--- config.mk ---
export PLATFORM = sky130hd
export DESIGN_NAME = regfile_wb_arbiter
export DESIGN_NICKNAME = d
export VERILOG_FILES = /design/src/rtl/regfile_pkg.sv /design/src/rtl/regfile_wb_arbiter_rr_arb2.sv /design/src/rtl/regfile_wb_arbiter.sv
export SDC_FILE = /design/constraint.sdc
export NUM_CORES = 1
export LEC_CHECK = 0
export BUFFER_PORTS_ARGS = -buffer_cell sky130_fd_sc_hd__buf_2
export CAP_MARGIN = 20
export CELL_PAD_IN_SITES_DETAIL_PLACEMENT = 1
export CELL_PAD_IN_SITES_GLOBAL_PLACEMENT = 1
export CORE_ASPECT_RATIO = 0.5
export CORE_MARGIN = 1
export CORE_UTILIZATION = 37
export CTS_BUF_LIST = sky130_fd_sc_hd__clkbuf_4 sky130_fd_sc_hd__clkbuf_8
export DETAILED_ROUTE_END_ITERATION = 8
export HOLD_SLACK_MARGIN = 0.1
export PLACE_DENSITY_LB_ADDON = 0.1
export SYNTH_ARGS = -nofsm -noshare
export SYNTH_HDL_FRONTEND = slang
export SYNTH_HIERARCHICAL = 1
export SYNTH_SLANG_ARGS = --single-unit
--- constraint.sdc ---
create_clock -name clk -period 3.3 [get_ports clk]
set_input_delay 0.165 -clock clk [delete_from_list [all_inputs] [get_ports clk]]
set_output_delay 0.165 -clock clk [all_outputs]
set_load 0.05 [all_outputs]
--- src/rtl/regfile_pkg.sv ---
// Shared definitions for the register-file writeback arbiter.
// Latency: n/a (types and defaults only).
// Backpressure: n/a.
package regfile_pkg;

  localparam int ADDR_W_DEF = 5;
  localparam int DATA_W_DEF = 32;

  // Controller state: zero-fill sweep, then normal arbitration.
  typedef enum logic {
    ST_INIT = 1'b0,
    ST_RUN  = 1'b1
  } state_e;

endpackage : regfile_pkg

--- src/rtl/regfile_wb_arbiter_rr_arb2.sv ---
// Two-way round-robin grant with a 1-bit "last granted" pointer.
// Latency: grant is combinational; the pointer updates on the edge after a grant.
// Backpressure: grants only while en=1; ungranted requesters simply see gnt=0.
//
// Ports:
//   clk, rst     clock and synchronous active-high reset (pointer resets to 1)
//   en           arbitration enabled this cycle
//   req[1:0]     requester valids
//   gnt[1:0]     one-hot grant (or zero)
module rr_arb2 (
  input  logic       clk,
  input  logic       rst,
  input  logic       en,
  input  logic [1:0] req,
  output logic [1:0] gnt
);

  logic rr_last_q;
  logic rr_last_d;

  // With both requesting, the one that did not win last time goes next.
  always_comb begin
    gnt       = 2'b00;
    rr_last_d = rr_last_q;
    if (en) begin
      if (req[0] && (!req[1] || rr_last_q)) begin
        gnt[0] = 1'b1;
      end else if (req[1]) begin
        gnt[1] = 1'b1;
      end
    end
    // Every grant is an accepted transfer, since ready is the grant itself.
    if (gnt[0]) begin
      rr_last_d = 1'b0;
    end else if (gnt[1]) begin
      rr_last_d = 1'b1;
    end
  end

  always_ff @(posedge clk) begin
    if (rst) begin
      rr_last_q <= 1'b1;
    end else begin
      rr_last_q <= rr_last_d;
    end
  end

endmodule : rr_arb2

--- src/rtl/regfile_wb_arbiter.sv ---
// Owns the register-file write port: zero-fill sweep after reset, then
//   round-robin arbitration between the EX result (req0) and load/multicycle result (req1).
// Latency: a transfer accepted in cycle N drives rf_wen/waddr/wdata in cycle N+1.
// Backpressure: reqN_ready is the combinational grant; no buffering, one write per cycle.
//
// Ports:
//   clk, rst                          clock, synchronous active-high reset
//   reqN_valid/addr/data, reqN_ready  writeback requesters (N = 0, 1)
//   rf_wen/rf_waddr/rf_wdata          registered register-file write port
//   init_done                         sweep finished, requesters may be granted
//   stall_cnt                         saturating count of RUN cycles with a waiting requester
module regfile_wb_arbiter
  import regfile_pkg::*;
#(
  parameter int ADDR_W  = ADDR_W_DEF,
  parameter int DATA_W  = DATA_W_DEF,
  parameter int NREG    = 2 ** ADDR_W,
  parameter int INIT_EN = 1,
  parameter int CNT_W   = 16
) (
  input  logic              clk,
  input  logic              rst,
  input  logic              req0_valid,
  input  logic [ADDR_W-1:0] req0_addr,
  input  logic [DATA_W-1:0] req0_data,
  output logic              req0_ready,
  input  logic              req1_valid,
  input  logic [ADDR_W-1:0] req1_addr,
  input  logic [DATA_W-1:0] req1_data,
  output logic              req1_ready,
  output logic              rf_wen,
  output logic [ADDR_W-1:0] rf_waddr,
  output logic [DATA_W-1:0] rf_wdata,
  output logic              init_done,
  output logic [CNT_W-1:0]  stall_cnt
);

  localparam logic [ADDR_W-1:0] PTR_LAST = ADDR_W'(NREG - 1);

  state_e            state_q,     state_d;
  logic [ADDR_W-1:0] ptr_q,       ptr_d;
  logic              rf_wen_q,    rf_wen_d;
  logic [ADDR_W-1:0] rf_waddr_q,  rf_waddr_d;
  logic [DATA_W-1:0] rf_wdata_q,  rf_wdata_d;
  logic [CNT_W-1:0]  stall_cnt_q, stall_cnt_d;

  logic [1:0] gnt;
  logic       stalled;

  rr_arb2 u_rr_arb2 (
    .clk (clk),
    .rst (rst),
    .en  (state_q == ST_RUN),
    .req ({req1_valid, req0_valid}),
    .gnt (gnt)
  );

  assign req0_ready = gnt[0];
  assign req1_ready = gnt[1];

  // A valid requester that is not granted while arbitrating; INIT waits are not counted.
  assign stalled = (state_q == ST_RUN) &&
                   ((req0_valid && !gnt[0]) || (req1_valid && !gnt[1]));

  always_comb begin
    state_d     = state_q;
    ptr_d       = ptr_q;
    rf_wen_d    = 1'b0;
    rf_waddr_d  = rf_waddr_q;
    rf_wdata_d  = rf_wdata_q;
    stall_cnt_d = stall_cnt_q;

    case (state_q)
      ST_INIT: begin
        if (INIT_EN != 0) begin
          // The sweep deliberately writes r0 too, unlike requester traffic.
          rf_wen_d   = 1'b1;
          rf_waddr_d = ptr_q;
          rf_wdata_d = '0;
          if (ptr_q == PTR_LAST) begin
            state_d = ST_RUN;
          end else begin
            ptr_d = ptr_q + 1'b1;
          end
        end else begin
          state_d = ST_RUN;
        end
      end

      ST_RUN: begin
        // An accepted write to r0 consumes the grant but never reaches the array.
        if (gnt[0]) begin
          rf_wen_d   = (req0_addr != '0);
          rf_waddr_d = req0_addr;
          rf_wdata_d = req0_data;
        end else if (gnt[1]) begin
          rf_wen_d   = (req1_addr != '0);
          rf_waddr_d = req1_addr;
          rf_wdata_d = req1_data;
        end
        if (stalled && !(&stall_cnt_q)) begin
          stall_cnt_d = stall_cnt_q + 1'b1;
        end
      end

      default: begin
        state_d = ST_INIT;
      end
    endcase
  end

  always_ff @(posedge clk) begin
    if (rst) begin
      state_q     <= ST_INIT;
      ptr_q       <= '0;
      rf_wen_q    <= 1'b0;
      rf_waddr_q  <= '0;
      rf_wdata_q  <= '0;
      stall_cnt_q <= '0;
    end else begin
      state_q     <= state_d;
      ptr_q       <= ptr_d;
      rf_wen_q    <= rf_wen_d;
      rf_waddr_q  <= rf_waddr_d;
      rf_wdata_q  <= rf_wdata_d;
      stall_cnt_q <= stall_cnt_d;
    end
  end

  assign rf_wen    = rf_wen_q;
  assign rf_waddr  = rf_waddr_q;
  assign rf_wdata  = rf_wdata_q;
  assign init_done = (state_q == ST_RUN);
  assign stall_cnt = stall_cnt_q;

endmodule : regfile_wb_arbiter

==> flow_summary.yaml, run 1 <==
worst_setup_path:
  cp-endpoint: "stall_cnt[7]"
  crit_path_cell_trace: "nand2_1 -> a21oi_4 -> nor2b_1 -> o21ai_1 -> nor4_1 -> mux2_2"
  r2r_cells: 6
  path_max_fanout: 23
  arrival_ns: 2.96
  cp-startpoint: "init_done"
  worstSetupStartpointType: "register"
  crit_cells: 6
  rrSetupSlack_ns: 0.58
  r2r_start: "init_done"
  crit_family: "compound AO/OA/AOI/OAI gates"
  max_stage_delay_ns: 0.75
  crit_buf_inv: 0
  crit_path_end_kind: "register"
  worstPathRequired_ns: 3.54
  crit_type: "reg2reg"
  slowest_stage: "dfxtp_1"
  r2r_end: "stall_cnt[7]"
routing:
  wirelength_um: 11100
  viasPerCell: 5.27
  drc: 0
  wl_per_cell_um: 17.6
  vias: 3322
  ant_nets: 0
  initialDrtViolationCount: 122
  firstDrtPassIters: 4
logic_synthesis:
  yosysTopAreaCell: "dfxtp_1"
  ys_seq_elements: 61
  synth_area_um2: 2990
  yosys_warnings: 6
  synth.area.top_cells: "dfxtp_1 41%, mux2i_1 12%, nor2_1 11%"
  synth_nets: 443
  avgSynthCellArea_um2: 8.25
  synth_top_area_share_pct: 40.9
  synth_cell_types: 45
  synth_cells: 362
  synth_edf_count: 0
  synth-main-ff-cell: "dfxtp_1"
  ys_async_sr_fraction_pct: 0
  synth_seq_area_share_pct: 40.9
grt:
  grt_pass1_vias: 3334
  grt_max_degree: 65
  antenna_found_initial: 0
  grt_pass1_wl_um: 17000
  overflow: 0
  grtUsageTotal_pct: 26.7
final_layout:
  fill_cells: 934
  antennaDiodeCount: 0
  syn_to_final_growth_pct: 41.2
  layout_commonest_cell: "buf_2"
  final_cell_mix: "134 x buf_2, 90 x nor2_1, 61 x dfxtp_1"
  drive_above_1_share_pct: 32.0
  nets: 598
power:
  p_sw_share_pct: 23.7
  leakagePower_nw: 1.85
  power_frac_clock_pct: 40.7
  p_int_w: 0.00112
  power.share.sequential_pct: 51.1
  comb_power_share_pct: 8.2
  p_sw_w: 0.000346
  ir_worst_vdd_uv: 259
  powerDensity_nw_per_um2: 347
clock_tree:
  clockBufferDepth: 2
  htreeDepth: 3
  holdBufCountCts: 32
  cts_tree: "done"
  cts_setup_buffers: 0
  numClockSinks: 61
  cts_buffers: 9
  clkLatencyLatePin_ns: 0.35
  cts_resized: 0
  cts_root_buf: "clkbuf_8"
  clk_pin_slew_ns: 0.07
floorplanning:
  coreArea_um2: 7570
  dieArea_um2: 8450
  row_count: 22
  num_io_pins: 135
  initial_core_util_pct: 39.4
  die_w_um: 129
  chipHeight_um: 65.5
sta:
  skew_ns: 0.00866
  report.final.slew_viol_count: 0
  hold_ws_ns: 0.194
  finalCriticalPeriod_ns: 2.72
  fmax_ghz: 0.368
  hold_viol: 0
  maxSlewHeadroom_pct: 48.8
  tns_ns: 0
  finalCritPeriodShare_pct: 82.4
  worstMarginPinSlew_ns: 0.763
  rsz0062_at_grt: "false"
  finalSetupViolCount: 0
run:
  max-cap-violations: 0
placed_design:
  gp_congestion: 0.773
  hpwl_um: 6520
  place.port_buffers: 134
run_status:
  status: "finished clean"
worst_hold_path:
  worstHoldPathCells: 5
  hold_path_class: "in2reg"
[sequential cells by signal (all words and copies together), names as in the netlist]
signal / flops
rf_waddr: 5
stall_cnt: 16
ptr_q: 5
rf_wen: 1
rf_wdata: 32
init_done: 1
u_rr_arb2/rr_last_q: 1
[synthesized netlist by cell type, types with 2 or more instances]
cell type  number
nor4_1          3
mux2_2          5
nand2_1        10
inv_1           7
ha_1            3
nor2_1         90
a31oi_1         2
and4_4          2
o31ai_1         5
buf_6           2
xor2_1          2
or4_1           6
and4_1          3
nand2b_1        3
a2111oi_0       4
nand3_1         5
dfxtp_1        61
a311oi_1        2
buf_2           7
o21ai_0         5
a21oi_1        52
nor2b_1         7
nand4_1         5
buf_1           4
clkbuf_1       12
a211oi_1        2
mux2i_1        35
[layout make-up]
type,count,area (um2),area share (%)
well taps,108,135,3.21
multi-input cells,269,1640,39.0
clock buffers,11,151,3.59
clock inverters,5,25.0,0.594
inverters,7,26.3,0.623
flip-flops and latches,61,1220,29.0
repair buffers,169,1010,24.0
[power by group through the flow]
stage	combinational, W	sequential, W	clock (W)
final	0.000120	0.000747	0.000595
after CTS	0.000116	0.000747	0.000614
after global placement	0.0000830	0.000763	0
after global routing	0.000129	0.000747	0.000648
after floorplan	0.0000199	0.000772	0
after detailed placement	0.0000857	0.000763	0
[stage by stage]
step,instance area (um2),worst slack (ns),total power (W),std cells,util [%]
floorplan,2990,0.396,0.000792,362,-
global placement,3720,0.760,0.000846,582,49.1
detailed placement,3720,0.584,0.000849,582,49.1
CTS,4220,0.565,0.00148,630,55.7
global route,4220,0.289,0.00152,630,55.7
finish,4220,0.580,0.00146,630,55.7
[worst min path at each step]
stage,startpoint,end
5_1_grt,req0_addr[3],rf_waddr[3]
3_3_place_gp,req0_data[12],rf_wdata[12]
2_1_floorplan,rst,u_rr_arb2/rr_last_q
6_report,req1_data[9],rf_wdata[9]
3_5_place_dp,req0_data[20],rf_wdata[20]
4_1_cts,req1_data[20],rf_wdata[20]
[kinds of logic (layout without fill, tap and decap cells)]
kind of cell / Yosys count / in the layout / synth area share [%]
AO/OA/AOI/OAI: 82 / 82 / 16.2
AND/OR/NAND/NOR: 141 / 141 / 22.3
XOR/XNOR: 3 / 3 / 0.880
buffers and inverters: 32 / 192 / 4.82
flip-flops: 61 / 61 / 40.9
multiplexers: 40 / 40 / 13.6
adder cells (fa/ha/maj): 3 / 3 / 1.26
[worst min-delay path, cell delays in order]
cell and delay [ns]:
buf_2 0.08, mux2i_1 0.06, nor2_1 0.08, a21oi_1 0.05
nor2_1 0.07
[routing by layer]
metal,GRT usage (%),share of wire [%],vias up
met2,47.5,50,109
met5,0,0,-
met3,8.31,6.1,22
li1,-,-,1588
met4,7.94,2.1,0
met1,30.9,42,1603
No activity file was read; power rests on OpenSTA's default activity.
==> run 2: changes to the inputs <==
Settings changed: CORE_UTILIZATION 37 to 34.
Clock period 3.3 ns to 2.8 ns, I/O delays scaled along.
==> flow_summary.yaml, run 2 (synthesis gave the netlist of run 1 again) <==
sta:
  finalCritPeriodShare_pct: 75.6
  skew_ns: 0.00564
  finalCriticalPeriod_ns: 2.12
  hold_viol: 0
  finalSetupViolCount: 0
  worstMarginPinSlew_ns: 0.807
  tns_ns: 0
  maxSlewHeadroom_pct: 45.8
  fmax_ghz: 0.472
  report.final.slew_viol_count: 0
  rsz0062_at_grt: "false"
worst_setup_path:
  crit_path_cell_trace: "inv_1 -> a21oi_4 -> buf_4 -> nor2_1 -> nand2_1 -> nor2_1 -> a2111oi_0"
  worstPathRequired_ns: 3.03
  arrival_ns: 2.34
  max_stage_delay_ns: 0.60
  crit_path_end_kind: "register"
  crit_type: "reg2reg"
  crit_family: "buffers and inverters"
  crit_buf_inv: 2
  slowest_stage: "buf_4"
  r2r_cells: 7
  path_max_fanout: 77
  worstSetupStartpointType: "register"
  crit_path_frequent_cell: "nor2_1"
  crit_cells: 7
clock_tree:
  cts_root_buf: "clkbuf_8"
  clockBufferDepth: 2
  clk_pin_slew_ns: 0.07
  htreeDepth: 3
  cts_resized: 0
  clkLatencyLatePin_ns: 0.35
  cts_buffers: 9
  numClockSinks: 61
  cts_tree: "done"
worst_hold_path:
  worstHoldPathCells: 5
  hold_path_class: "in2reg"
grt:
  grt_max_degree: 78
  overflow: 0
  grt_pass1_vias: 2891
  grt_pass1_wl_um: 14200
  grtUsageTotal_pct: 20.3
  antenna_found_initial: 0
power:
  comb_power_share_pct: 7.6
  leakagePower_nw: 1.87
  powerDensity_nw_per_um2: 426
  p_int_w: 0.00139
  power_frac_clock_pct: 43.8
  p_total_w: 0.00181
  power.share.sequential_pct: 48.6
  p_sw_share_pct: 23.1
  p_sw_w: 0.000419
  ir_worst_vdd_uv: 252
floorplanning:
  initial_core_util_pct: 36.1
  row_count: 23
  die_w_um: 135
  dieArea_um2: 9180
  num_io_pins: 135
  coreArea_um2: 8260
  chipHeight_um: 68.3
routing:
  wl_per_cell_um: 14.4
  ant_nets: 0
  wirelength_um: 9190
  firstDrtPassIters: 4
  drc: 0
  initialDrtViolationCount: 85
  vias: 3130
  viasPerCell: 4.92
final_layout:
  nets: 600
  final_cells: 636
  drive_above_1_share_pct: 32.3
  layout_commonest_cell: "buf_2"
  syn_to_final_growth_pct: 42.5
  largest_reg_flops: 32
  antennaDiodeCount: 0
  final_area_um2: 4250
  fin_util_pct: 51.5
  final_cell_mix: "134 x buf_2, 90 x nor2_1, 61 x dfxtp_1"
run_status:
  status: "finished clean"
placed_design:
  hpwl_um: 6220
  place_area_um2: 3740
  place.port_buffers: 134
  gp_congestion: 0.722
  dp.cells: 588
run:
  max-cap-violations: 0
run 2: cell types whose count changed in the layout (fill, tap and decap cells not counted):
cell       previous run  this run
bufinv_16             0         1
buf_4                 3         5
clkbuf_4              0         1
clkbuf_8             11        10
clkinv_2              5         4
run 2: area by class of cell:
type | instances | area, um2
fillers | 1049 | 4010
multi-input cells | 269 | 1640
flip-flops and latches | 61 | 1220
repair buffers | 171 | 1030
clock buffers | 11 | 145
well taps | 112 | 140
clock inverters | 5 | 50.0
inverters | 7 | 26.3
run 2: layer usage:
layer / wire length (um) / vias up / share of wire (%) / track usage [%]
li1: - / 1588 / - / -
met1: 4270 / 1456 / 46 / 24.0
met2: 4330 / 76 / 47 / 35.2
met3: 473 / 10 / 5.1 / 7.19
met4: 118 / 0 / 1.3 / 6.18
met5: 0 / - / 0 / 0
run 2: path summary, 6_finish.rpt:
| check | startpoint | to | slack (ns) |
|---|---|---|---|
| setup / recovery | u_rr_arb2/rr_last_q | rf_waddr[2] | 0.68 |
| hold / removal | req1_data[23] | rf_wdata[23] | 0.15 |
| setup reg to reg | u_rr_arb2/rr_last_q | rf_waddr[2] | 0.68 |
| hold reg to reg | rf_waddr[0] | rf_waddr[0] | 0.50 |
run 2: worst min-delay path, stage by stage:
cell     delay, ns
buf_2         0.07
mux2i_1       0.06
nor2_1        0.09
a21oi_1       0.05
nor2_1        0.07
run 2: power groups by stage:
stage | registers (W) | clock network, W | logic, W
after floorplan | 0.000910 | 0 | 0.0000235
after global placement | 0.000900 | 0 | 0.000101
after detailed placement | 0.000900 | 0 | 0.000102
after CTS | 0.000880 | 0.000818 | 0.000138
after global routing | 0.000881 | 0.000865 | 0.000150
final | 0.000880 | 0.000794 | 0.000137
run 2: repair_timing:
action | CTS | global route
setup buffers | 0 | 0
hold buffers | 32 | 0
endpoints found under the hold margin | 32 | 0
run 2: stage by stage:
step                hold WS [ns]  worst slack [ns]
floorplan                  0.234           0.00512
global placement           0.373             0.790
detailed placement         0.379             0.712
CTS                        0.135             0.647
global route               0.144             0.388
finish                     0.150             0.682
==> run 3: changes to the inputs <==
Settings changed: CORE_UTILIZATION 34 to 31.
Clock period 2.8 ns to 1.79 ns, I/O delays scaled along.
==> flow_summary.yaml, run 3 (synthesis gave the netlist of run 1 again) <==
sta:
  skew_ns: 0.00844
  fin_ws_ns: 0.0756
  worstMarginPinSlew_ns: 0.362
  maxSlewHeadroom_pct: 75.8
  tns_ns: 0
  hold_ws_ns: 0.115
  finalCritPeriodShare_pct: 95.8
  hold_viol: 0
  finalSetupViolCount: 0
  report.final.slew_viol_count: 0
  finalCriticalPeriod_ns: 1.71
  fmax_ghz: 0.583
worst_setup_path:
  max_stage_delay_ns: 0.54
  path_max_fanout: 13
  crit_type: "in2reg"
  worstPathRequired_ns: 2.02
  worstSetupStartpointType: "input pin"
  crit_family: "buffers and inverters"
  slowest_stage: "dlygate4sd3_1"
  crit_path_end_kind: "register"
  crit_path_cell_trace: "dlygate4sd3_1 -> buf_2 -> nand2_4 -> a21oi_4 -> nor2b_2 -> o21ai_1 -> buf_4 -> nor4_2 -> mux2_2"
  arrival_ns: 1.95
  crit_buf_inv: 3
power:
  powerDensity_nw_per_um2: 613
  leakagePower_nw: 2.05
  ir_worst_vdd_uv: 327
grt:
  overflow: 0
  grt_pass1_vias: 3232
  grt_max_degree: 42
  grt_pass1_wl_um: 16300
  grtUsageTotal_pct: 20.8
  antenna_found_initial: 0
floorplanning:
  dieArea_um2: 10100
  die_w_um: 141
  chipHeight_um: 71.4
  num_io_pins: 135
  row_count: 24
  coreArea_um2: 9010
  initial_core_util_pct: 33.1
placed_design:
  hpwl_um: 6350
  gp_congestion: 0.744
  dp_slack_ns: 0.0968
  place.port_buffers: 134
final_layout:
  final_cell_mix: "134 x buf_2, 90 x nor2_1, 54 x dfxtp_1"
  largest_reg_flops: 32
  nets: 632
  fill_cells: 1102
  fin_util_pct: 51.8
  antennaDiodeCount: 0
  syn_to_final_growth_pct: 56.5
  drive_above_1_share_pct: 35.3
  layout_commonest_cell: "buf_2"
clock_tree:
  cts_tree: "done"
  htreeDepth: 3
  clockBufferDepth: 2
  cts_buffers: 9
  clkLatencyLatePin_ns: 0.35
  cts_root_buf: "clkbuf_8"
  numClockSinks: 61
  clk_pin_slew_ns: 0.07
routing:
  initialDrtViolationCount: 89
  drc: 0
  viasPerCell: 4.91
  ant_nets: 0
  wirelength_um: 10500
  wl_per_cell_um: 15.5
  firstDrtPassIters: 4
  vias: 3307
worst_hold_path:
  hold_path_class: "in2reg"
run_status:
  status: "finished clean"
run:
  max-cap-violations: 0
## run 3: cell count changes in the layout (fill, tap and decap cells not counted), sizes merged
cell	before	now
buf	139	150
clkbuf	11	12
dlygate4sd3	32	52
## run 3: cell type report
type | instances | area [um2] | area share, %
Inverter | 7 | 26.3 | 0.563
Tap cell | 117 | 146 | 3.13
Timing Repair Buffer | 203 | 1350 | 29.0
Sequential cell | 61 | 1240 | 26.5
Multi-Input combinational cell | 269 | 1710 | 36.7
Clock buffer | 11 | 145 | 3.11
Clock inverter | 5 | 50.0 | 1.07
## run 3: per-stage QoR
step	instances	cell area, um2	power [W]
4_1_cts	671	4620	0.00290
2_1_floorplan	362	3120	0.00146
5_1_grt	673	4670	0.00301
3_5_place_dp	603	3900	0.00156
6_report	673	4670	0.00286
3_3_place_gp	603	3900	0.00156
## run 3: worst paths after layout
| check | from | slack, ns | end | cells after the start |
|---|---|---|---|---|
| setup / recovery | req0_valid | 0.08 | stall_cnt[7] | 9 |
| hold / removal | req1_data[10] | 0.12 | rf_wdata[10] | 5 |
| setup reg to reg | u_rr_arb2/rr_last_q | 0.11 | stall_cnt[7] | 7 |
| hold reg to reg | ptr_q[4] | 0.50 | ptr_q[4] | 2 |
## run 3: layer usage
| layer | share of wire (%) | up-vias | GRT usage, % |
|---|---|---|---|
| li1 | - | 1651 | - |
| met1 | 44 | 1557 | 23.7 |
| met2 | 49 | 86 | 38.4 |
| met3 | 6.0 | 13 | 7.02 |
| met4 | 1.0 | 0 | 4.47 |
| met5 | 0 | - | 0 |
## run 3: repair_timing
item                                    in CTS  in global routing
hold endpoints to repair                    42                  0
hold buffers                                52                  0
buffers inserted                             0                  1
resized for setup                            0                  6
endpoints found under the setup margin       0                 20
## run 3: report_power, final
group	internal (W)	total, W	leakage [nW]	switching, W
registers	0.00136	0.00137	0.497	0.00000922
clock network	0.000686	0.00123	0.106	0.000546
logic	0.000156	0.000258	1.45	0.000102
total	0.00221	0.00286	2.05	0.000657
## run 3: tightest hold or removal path, stage by stage
cell and delay (ns):
buf_2 0.08, mux2i_1 0.06, nor2_1 0.08, a21oi_1 0.05, nor2_1 0.07
